--- src/rtl/id_ex_stage.sv ---
// id_ex_stage: ID/EX pipeline register with EX/MEM and MEM/WB forwarding,
// load-use bubble insertion and operand refresh while EX is stalled.
module id_ex_stage #(
    parameter int XLEN = 32
) (
    input  logic            clk,
    input  logic            rst_n,
    input  logic            id_valid,
    input  logic [XLEN-1:0] id_pc,
    input  logic [XLEN-1:0] id_rs1_data,
    input  logic [XLEN-1:0] id_rs2_data,
    input  logic [XLEN-1:0] id_imm,
    input  logic [4:0]      id_rs1_addr,
    input  logic [4:0]      id_rs2_addr,
    input  logic [4:0]      id_rd_addr,
    input  logic            id_uses_rs1,
    input  logic            id_uses_rs2,
    input  logic [3:0]      id_alu_control,
    input  logic [1:0]      id_op1_sel,
    input  logic            id_op2_sel,
    input  logic            id_reg_write,
    input  logic            id_mem_read,
    input  logic            id_mem_write,
    input  logic            flush,
    input  logic            ex_stall,
    input  logic            exm_reg_write,
    input  logic [4:0]      exm_rd_addr,
    input  logic [XLEN-1:0] exm_result,
    input  logic            wb_reg_write,
    input  logic [4:0]      wb_rd_addr,
    input  logic [XLEN-1:0] wb_result,
    output logic            ex_valid,
    output logic [XLEN-1:0] ex_op1,
    output logic [XLEN-1:0] ex_op2,
    output logic [3:0]      ex_alu_control,
    output logic [XLEN-1:0] ex_store_data,
    output logic [XLEN-1:0] ex_pc,
    output logic [4:0]      ex_rd_addr,
    output logic            ex_reg_write,
    output logic            ex_mem_read,
    output logic            ex_mem_write,
    output logic            stall_id
);
    logic [XLEN-1:0] rs1_data, rs2_data, imm, fwd_rs1, fwd_rs2;
    logic [4:0]      rs1_addr, rs2_addr;
    logic [1:0]      op1_sel;
    logic            op2_sel, load_use;

    // EX/MEM takes precedence over MEM/WB; x0 never matches
    always_comb begin
        fwd_rs1 = (exm_reg_write && exm_rd_addr != 5'd0 && exm_rd_addr == rs1_addr) ? exm_result :
                  (wb_reg_write && wb_rd_addr != 5'd0 && wb_rd_addr == rs1_addr) ? wb_result : rs1_data;
        fwd_rs2 = (exm_reg_write && exm_rd_addr != 5'd0 && exm_rd_addr == rs2_addr) ? exm_result :
                  (wb_reg_write && wb_rd_addr != 5'd0 && wb_rd_addr == rs2_addr) ? wb_result : rs2_data;
        ex_op1 = (op1_sel == 2'b00) ? fwd_rs1 : (op1_sel == 2'b01) ? ex_pc : '0;
        ex_op2 = op2_sel ? imm : fwd_rs2;
        ex_store_data = fwd_rs2;
        load_use = ex_valid && ex_mem_read && ex_rd_addr != 5'd0 && id_valid &&
                   ((id_uses_rs1 && id_rs1_addr == ex_rd_addr) || (id_uses_rs2 && id_rs2_addr == ex_rd_addr));
        stall_id = load_use || ex_stall;
    end

    always_ff @(posedge clk or negedge rst_n) begin
        if (!rst_n) begin
            ex_valid       <= 1'b0;
            ex_pc          <= '0;
            rs1_data       <= '0;
            rs2_data       <= '0;
            imm            <= '0;
            rs1_addr       <= '0;
            rs2_addr       <= '0;
            ex_rd_addr     <= '0;
            ex_alu_control <= '0;
            op1_sel        <= '0;
            op2_sel        <= 1'b0;
            ex_reg_write   <= 1'b0;
            ex_mem_read    <= 1'b0;
            ex_mem_write   <= 1'b0;
        end else if (flush || (!ex_stall && load_use)) begin
            ex_valid     <= 1'b0;
            ex_reg_write <= 1'b0;
            ex_mem_read  <= 1'b0;
            ex_mem_write <= 1'b0;
        end else if (ex_stall) begin
            // keep a value that retires from WB during the stall
            rs1_data <= fwd_rs1;
            rs2_data <= fwd_rs2;
        end else begin
            ex_valid       <= id_valid;
            ex_pc          <= id_pc;
            rs1_data       <= id_rs1_data;
            rs2_data       <= id_rs2_data;
            imm            <= id_imm;
            rs1_addr       <= id_rs1_addr;
            rs2_addr       <= id_rs2_addr;
            ex_rd_addr     <= id_rd_addr;
            ex_alu_control <= id_alu_control;
            op1_sel        <= id_op1_sel;
            op2_sel        <= id_op2_sel;
            ex_reg_write   <= id_valid && id_reg_write;
            ex_mem_read    <= id_valid && id_mem_read;
            ex_mem_write   <= id_valid && id_mem_write;
        end
    end
endmodule
--- config.mk ---
export PLATFORM = sky130hd
export DESIGN_NAME = id_ex_stage
export DESIGN_NICKNAME = d
export VERILOG_FILES = /design/src/rtl/id_ex_stage.sv
export SDC_FILE = /design/constraint.sdc
export NUM_CORES = 1
export LEC_CHECK = 0
export ABC_AREA = 1
export BUFFER_PORTS_ARGS = -buffer_cell sky130_fd_sc_hd__buf_4
export CORE_MARGIN = 2
export CORE_UTILIZATION = 25
export CTS_BUF_LIST = sky130_fd_sc_hd__clkbuf_8
export DETAILED_ROUTE_END_ITERATION = 8
export GPL_TIMING_DRIVEN = 1
export PLACE_DENSITY = 0.52
export SLEW_MARGIN = 5
export SYNTH_ARGS = -nofsm -noshare
export SYNTH_HDL_FRONTEND = slang
export SYNTH_SLANG_ARGS = --single-unit
--- constraint.sdc ---
create_clock -name clk -period 2.1 [get_ports clk]
set_input_delay 0.21 -clock clk [delete_from_list [all_inputs] [get_ports clk]]
set_output_delay 0.21 -clock clk [all_outputs]
set_load 0.02 [all_outputs]
==> qor.txt, run 1 <==
yosys synthesis warning count: 0
TritonCTS clock tree: built
Hold/Removal Path Class: in -> reg
Cell Area, Synth: 0.0101 mm²
Max transition margin: 57.4%
final setup slack of the worst path: -470 ps
area leader, netlist: dfrtp_1
global-route layer with the greatest usage: met2
sink count of the clock tree: 154
overall routing resource usage: 21.8%
# setup viols final: 96
routed len/inst: 18.8 µm
critical path arrival: 2360 ps
pins over their slew limit: 0
grt ovf: 0
top-area cell type share of the netlist area: 38.3%
number of max-cap violations: 0
transition time of the tightest slew-check pin: 639 ps
share of synthesized area occupied by flip-flops and latches: 38.3%
synth top area cells: dfrtp_1 38%, nand2_1 23%, nand3_1 12%
Clk Tree Root Cell: clkbuf_8
number of standard-cell rows in the floorplan: 73
Post-Route Skew: 19.9 ps
violations in the final reports: negative setup slack
total power divided by cell area: 639 mW/mm²
number of violations reported at the end of detailed-routing iteration 0: 759
met3 usage: 4.45%
async set-or-reset flop fraction in the synthesized netlist: 100%
critical path type: reg -> out
worst voltage drop across the vdd grid: 0.000482 V
synthesized flop and latch total: 154
highest clock frequency the design can meet: 0.389 GHz
Reg clk slew, reported paths: 100 ps
wire length of the first global-routing pass: 69.1 mm
placed inst area: 0.0139 mm²
IO Port Bufs: 377
kind of start point of the critical path: flop
clk_lat worst skew: 490 ps
highest net fanout along the worst path: 8
library cell with the highest instance count after synthesis: nand2_1
vias: 12300
number of nets produced by synthesis: 1826
placed wire-length estimate: 33.1 mm
synthesized area per cell: 6.34 µm²
vias per cell: 4.68
pre-CTS setup slack: 40.3 ps
area delta synth->final: 69.6%
number of nets in the layout: 2324
Final Hold Viols: 0
static leakage: 8.89 nW
vias in the first global route: 11900
global routing met2 resource utilization: 36.1%
required time of the critical path: 1890 ps
antenna violations before repair: 2
floorplan die width: 205 µm
area of the die: 0.0419 mm²
Post-Synthesis Cells: 1590
unrepaired setup endpoints after global routing: yes
placer's final routability congestion estimate: 0.825
number of flops mapped to enable cells by yosys: 0
min Tclk post-route: 2570 ps
total wire length after detailed routing: 49.4 mm
buffer depth of the longest clock path: 2
I/O pin total: 378
outcome: finished, violations left
largest net degree at the start of global routing: 105
effective utilization at floorplan: 25.4%
most instantiated flip-flop cell in the synthesis netlist: dfrtp_1
height of the die: 205 µm
fraction of the cycle the final worst path needs: 122%
type of destination of the critical path: primary output
worst hold-check slack: 52.8 ps
core outline area: 0.0397 mm²
cell area after layout: 0.0171 mm²
H-tree Lvls: 4
Cells after DPL: 2455
GR Layer Usage met1: 28.2%
unique cell type count in the Yosys netlist: 23
total power consumption of the routed design: 10.9 mW
number of CTS-inserted buffers: 17
most instantiated cells after synthesis: 627 x nand2_1, 245 x nand3_1, 154 x dfrtp_1
count of non-filler cells in the finished layout: 2627
fraction of final layout cells sized beyond drive strength 1: 36.3%
post-route DRC violation count: 0
remaining number of nets flagged by the antenna check after routing: 0
iteration count of the initial detailed-routing pass: 5
-- power by group --
| group | total (mW) | leakage (nW) | switching (mW) | internal (mW) |
|---|---|---|---|---|
| sequential | 3.57 | 1.89 | 0.229 | 3.34 |
| clock | 2.41 | 0.207 | 1.25 | 1.16 |
| combinational | 4.93 | 6.79 | 2.84 | 2.09 |
| total | 10.9 | 8.89 | 4.33 | 6.59 |
-- critical path, stage by stage, from the launching register on --
cell	delay [ps]
dfrtp_1	430
buf_6	130
xor2_2	180
nor3_4	230
buf_6	170
buf_12	160
nand3_1	110
nand2_1	110
nand2_1	80
nand2_1	110
buf_4	140
-- state kept, by name, indices dropped and copies added (netlist names), 2 cells and up --
signal,flops
rs1_data,32
rs2_addr,5
rs2_data,32
op1_sel,2
rs1_addr,5
ex_alu_control,4
ex_rd_addr,5
imm,32
ex_pc,32
-- worst paths after layout --
kind                                           startpoint                       endpoint  slack [ps]  cells past startpoint
worst max-delay path              rs1_addr[3]$_DFFE_PN0P_                      ex_op1[6]        -470                     10
worst min-delay path                      id_rs2_data[25]       rs2_data[25]$_DFFE_PN0N_          50                      5
worst max register to register  ex_rd_addr[0]$_DFFE_PN0P_            imm[19]$_DFFE_PN0P_         140                     10
worst min register to register   rs2_data[27]$_DFFE_PN0N_       rs2_data[27]$_DFFE_PN0N_         480                      2
max in group asynchronous                           rst_n       rs1_data[24]$_DFFE_PN0N_        1220                      3
min in group asynchronous                           rst_n  ex_alu_control[0]$_DFFE_PN0P_         210                      2
-- metrics by stage --
step	TNS, ps	utilization [%]
final	-31050	43.0
after global routing	-46340	43.0
after CTS	-34780	39.1
after detailed placement	0	34.9
after global placement	0	34.9
after floorplan	0	-
-- cell usage in the layout (no fill, tap or decap), types with 16 or more instances in the layout --
master / n
buf_12: 24
buf_4: 389
buf_6: 53
clkbuf_8: 22
dfrtp_1: 152
dlygate4sd3_1: 105
inv_1: 142
nand2_1: 500
nand2_2: 94
nand2_4: 36
nand3_1: 149
nand3_2: 80
nand3_4: 16
nand4_1: 34
nor2_1: 119
o21ai_0: 98
o21ai_1: 19
-- cell type report --
type                            instances  area (µm²)
Sequential cell                       154        3860
Inverter                              149         559
Clock inverter                         10         101
Tap cell                              525         657
Timing Repair Buffer                  581        5270
Fill cell                            4140       22600
Multi-Input combinational cell       1185        6350
Antenna cell                            2        5.00
Clock buffer                           21         289
-- metal layers --
metal	wire, µm	vias to the layer above
li1	-	5980
met1	21700	5846
met2	23600	398
met3	2960	61
met4	1200	0
met5	0	-
-- kinds of logic (layout without fill, tap and decap cells) --
kind of cell | after synthesis | count (layout) | synth area share [%]
flops | 154 | 154 | 38.3
other cells | 0 | 2 | 0
xor+xnor | 20 | 20 | 1.74
compound gates | 121 | 121 | 6.01
simple gates | 1044 | 1044 | 43.3
buf+inv | 251 | 761 | 10.7
-- repair_timing --
item / CTS / global route
hold buffers: 105 / 0
cloned: 0 / 10
endpoints found under the hold margin: 187 / 0
gates resized for setup: 61 / 295
pin swaps: 3 / 89
buffers inserted: 3 / 22
setup endpoints to repair: 97 / 97
Power figures use the tool's default switching activity.
==> run 2, diff against run 1 <==
--- a/config.mk
+++ b/config.mk
@@ -7,12 +7,14 @@
 export LEC_CHECK = 0
 export ABC_AREA = 1
 export BUFFER_PORTS_ARGS = -buffer_cell sky130_fd_sc_hd__buf_4
+export CELL_PAD_IN_SITES_DETAIL_PLACEMENT = 0
+export CELL_PAD_IN_SITES_GLOBAL_PLACEMENT = 1
 export CORE_MARGIN = 2
 export CORE_UTILIZATION = 25
 export CTS_BUF_LIST = sky130_fd_sc_hd__clkbuf_8
 export DETAILED_ROUTE_END_ITERATION = 8
 export GPL_TIMING_DRIVEN = 1
-export PLACE_DENSITY = 0.52
+export PLACE_DENSITY = 0.69
 export SLEW_MARGIN = 5
 export SYNTH_ARGS = -nofsm -noshare
 export SYNTH_HDL_FRONTEND = slang
==> run 2 against run 1 <==
Against the previous run: the flow still finishes with violations (negative setup slack); fmax hardly changed; cell count is 1.0% higher; register-to-register slack worse by 110 ps; sequential power hardly changed; clock skew is 5.3 ps lower; worst hold slack worse by 9.9 ps; combinational power is 2% lower; routed wire length is 0.50% higher.
==> qor.txt, run 2 (same netlist as run 1, synthesis figures left out) <==
outcome: finished, violations left
violations in the final reports: negative setup slack
required time of the critical path: 1890 ps (about the same)
IO Port Bufs: 377 (unchanged)
number of violations reported at the end of detailed-routing iteration 0: 675 (-11%)
core outline area: 0.0397 mm² (unchanged)
Final Hold Viols: 0 (unchanged)
transition time of the tightest slew-check pin: 586 ps (-53.6 ps)
vias in the first global route: 12200 (+2.5%)
leading cell type in the layout, fill and taps excluded: nand2_1
min Tclk post-route: 2570 ps (-1.80 ps)
pins over their slew limit: 0 (unchanged)
routed len/inst: 18.7 µm (-0.52%)
kind of start point of the critical path: flop
remaining number of nets flagged by the antenna check after routing: 0 (unchanged)
number of CTS-inserted buffers: 17 (unchanged)
largest net degree at the start of global routing: 105 (unchanged)
area delta synth->final: 67.5%
number of nets in the layout: 2350 (+1.1%)
unrepaired setup endpoints after global routing: yes
floorplan die width: 205 µm (unchanged)
DRT met1 WL: 22.6 mm (+4.0%)
number of standard-cell rows in the floorplan: 73 (unchanged)
grt ovf: 0 (unchanged)
H-tree Lvls: 4 (unchanged)
# setup viols final: 97 (+1.0%)
final setup slack of the worst path: -469 ps (+1.80 ps)
highest clock frequency the design can meet: 0.389 GHz (about the same)
buffer depth of the longest clock path: 2 (unchanged)
wire length of the first global-routing pass: 72.3 mm (+4.6%)
sink count of the clock tree: 154 (unchanged)
Hold/Removal Path Class: in -> reg
critical path type: reg -> out
type of destination of the critical path: primary output
top layer in use: met4
worst voltage drop across the vdd grid: 0.000425 V (-12%)
vias: 12400 (+0.74%)
overall routing resource usage: 22.7% (+0.95 points)
Post-Route Skew: 14.7 ps (-5.27 ps)
Fillers: 4101 (-0.94%)
sum of met3 wire segment lengths after detailed routing: 2.59 mm (-13%)
iteration count of the initial detailed-routing pass: 5 (unchanged)
Clk Tree Root Cell: clkbuf_8
area of the die: 0.0419 mm² (unchanged)
highest-count cells in the layout ignoring fill and taps: 561 x nand2_1, 423 x buf_4, 182 x nand3_1, 148 x dfrtp_1, 140 x inv_1
final core area utilization: 42.5% (-0.51 points)
effective utilization at floorplan: 25.4% (unchanged)
highest net fanout along the worst path: 10 (+2)
routed wl met2: 23.5 mm (-0.39%)
placed wire-length estimate: 34.2 mm (+3.4%)
static leakage: 8.97 nW (+0.98%)
fraction of the cycle the final worst path needs: 122% (about the same)
I/O pin total: 378 (unchanged)
height of the die: 205 µm (unchanged)
post-route DRC violation count: 0 (unchanged)
total power divided by cell area: 642 mW/mm² (+0.57%)
TritonCTS clock tree: built
antenna violations before repair: 1 (-1)
total wire length after detailed routing: 49.7 mm (+0.50%)
number of max-cap violations: 0 (unchanged)
Setup Total Neg Slack: -37560 ps (-6510 ps)
vias per cell: 4.66 (-0.28%)
clk_lat worst skew: 500 ps (about the same)
critical path arrival: 2360 ps (about the same)
Max transition margin: 60.9% (+3.6 points)
register-to-register path setup slack: 30 ps (-110 ps)
fraction of final layout cells sized beyond drive strength 1: 32.8% (-3.5 points)
Reg clk slew, reported paths: 100 ps (about the same)
placer's final routability congestion estimate: 0.817 (-0.93%)
[run 2: cell types whose count changed in the layout (fill, tap and decap cells not counted), sizes merged]
cell / change
inv: +3
buf: +17
dlygate4sd3: +9
clkinvlp: +2
clkbuf: -4
[run 2: final timing paths]
check	startpoint	to	depth (start not counted)
worst max-delay path	rs2_addr[0]$_DFFE_PN0P_	ex_op2[3]	11
worst min-delay path	id_rs1_data[5]	rs1_data[5]$_DFFE_PN0N_	5
worst max register to register	ex_rd_addr[1]$_DFFE_PN0P_	imm[6]$_DFFE_PN0P_	12
worst min register to register	rs2_data[19]$_DFFE_PN0N_	rs2_data[19]$_DFFE_PN0N_	2
max in group asynchronous	rst_n	rs2_data[27]$_DFFE_PN0N_	3
min in group asynchronous	rst_n	ex_alu_control[0]$_DFFE_PN0P_	2
[run 2: power breakdown]
group          leakage, nW  switching [mW]  total, mW  internal [mW]
Sequential            1.88           0.240       3.58           3.34
Combinational         6.90            2.74       4.82           2.07
Clock                0.193            1.37       2.45           1.08
[run 2: per-stage QoR]
step	std cells	power, mW	area [µm²]	setup slack, ps	hold WS, ps
6_report	2654	10.8	16900	-469	42.8
5_1_grt	2653	11.5	16900	-662	22.4
4_1_cts	2626	10.7	16100	-451	0.229
3_5_place_dp	2476	7.81	14100	43.3	241
3_3_place_gp	2476	7.79	14100	44.0	243
2_1_floorplan	1590	5.68	10100	208	-85.6
[run 2: area by class of cell]
cell class	instances	area [µm²]	area share [%]
diodes	2	5.00	0.0297
well taps	525	657	3.89
inverters	149	559	3.31
repair buffers	607	5570	33.0
flip-flops and latches	154	3860	22.9
multi-input cells	1185	5830	34.5
clock buffers	17	234	1.39
clock inverters	15	166	0.986
[run 2: what timing repair did]
item / 4_1_cts / 5_1_grt
hold endpoints to repair: 165 / 0
pin swaps: 11 / 14
hold buffers: 114 / 0
endpoints found under the setup margin: 97 / 99
resized for setup: 103 / 116
buffers inserted: 1 / 19
cloned: 3 / 7
[run 2: worst max-delay path, stage by stage, from the launching register on]
cell and delay [ps]:
dfrtp_2 460, xnor2_2 160, nand2_2 90, nor2_4 160, nand3_4 190, clkbuf_16 240
nand2_2 60, nand3_2 90, nand2_4 90, nand2_1 60, o21ai_1 90, buf_4 160
[run 2: layer usage]
layer,up-vias,track usage (%)
met5,-,0
met4,0,6.50
met3,51,4.47
met2,361,37.1
met1,5923,30.3
li1,6041,-
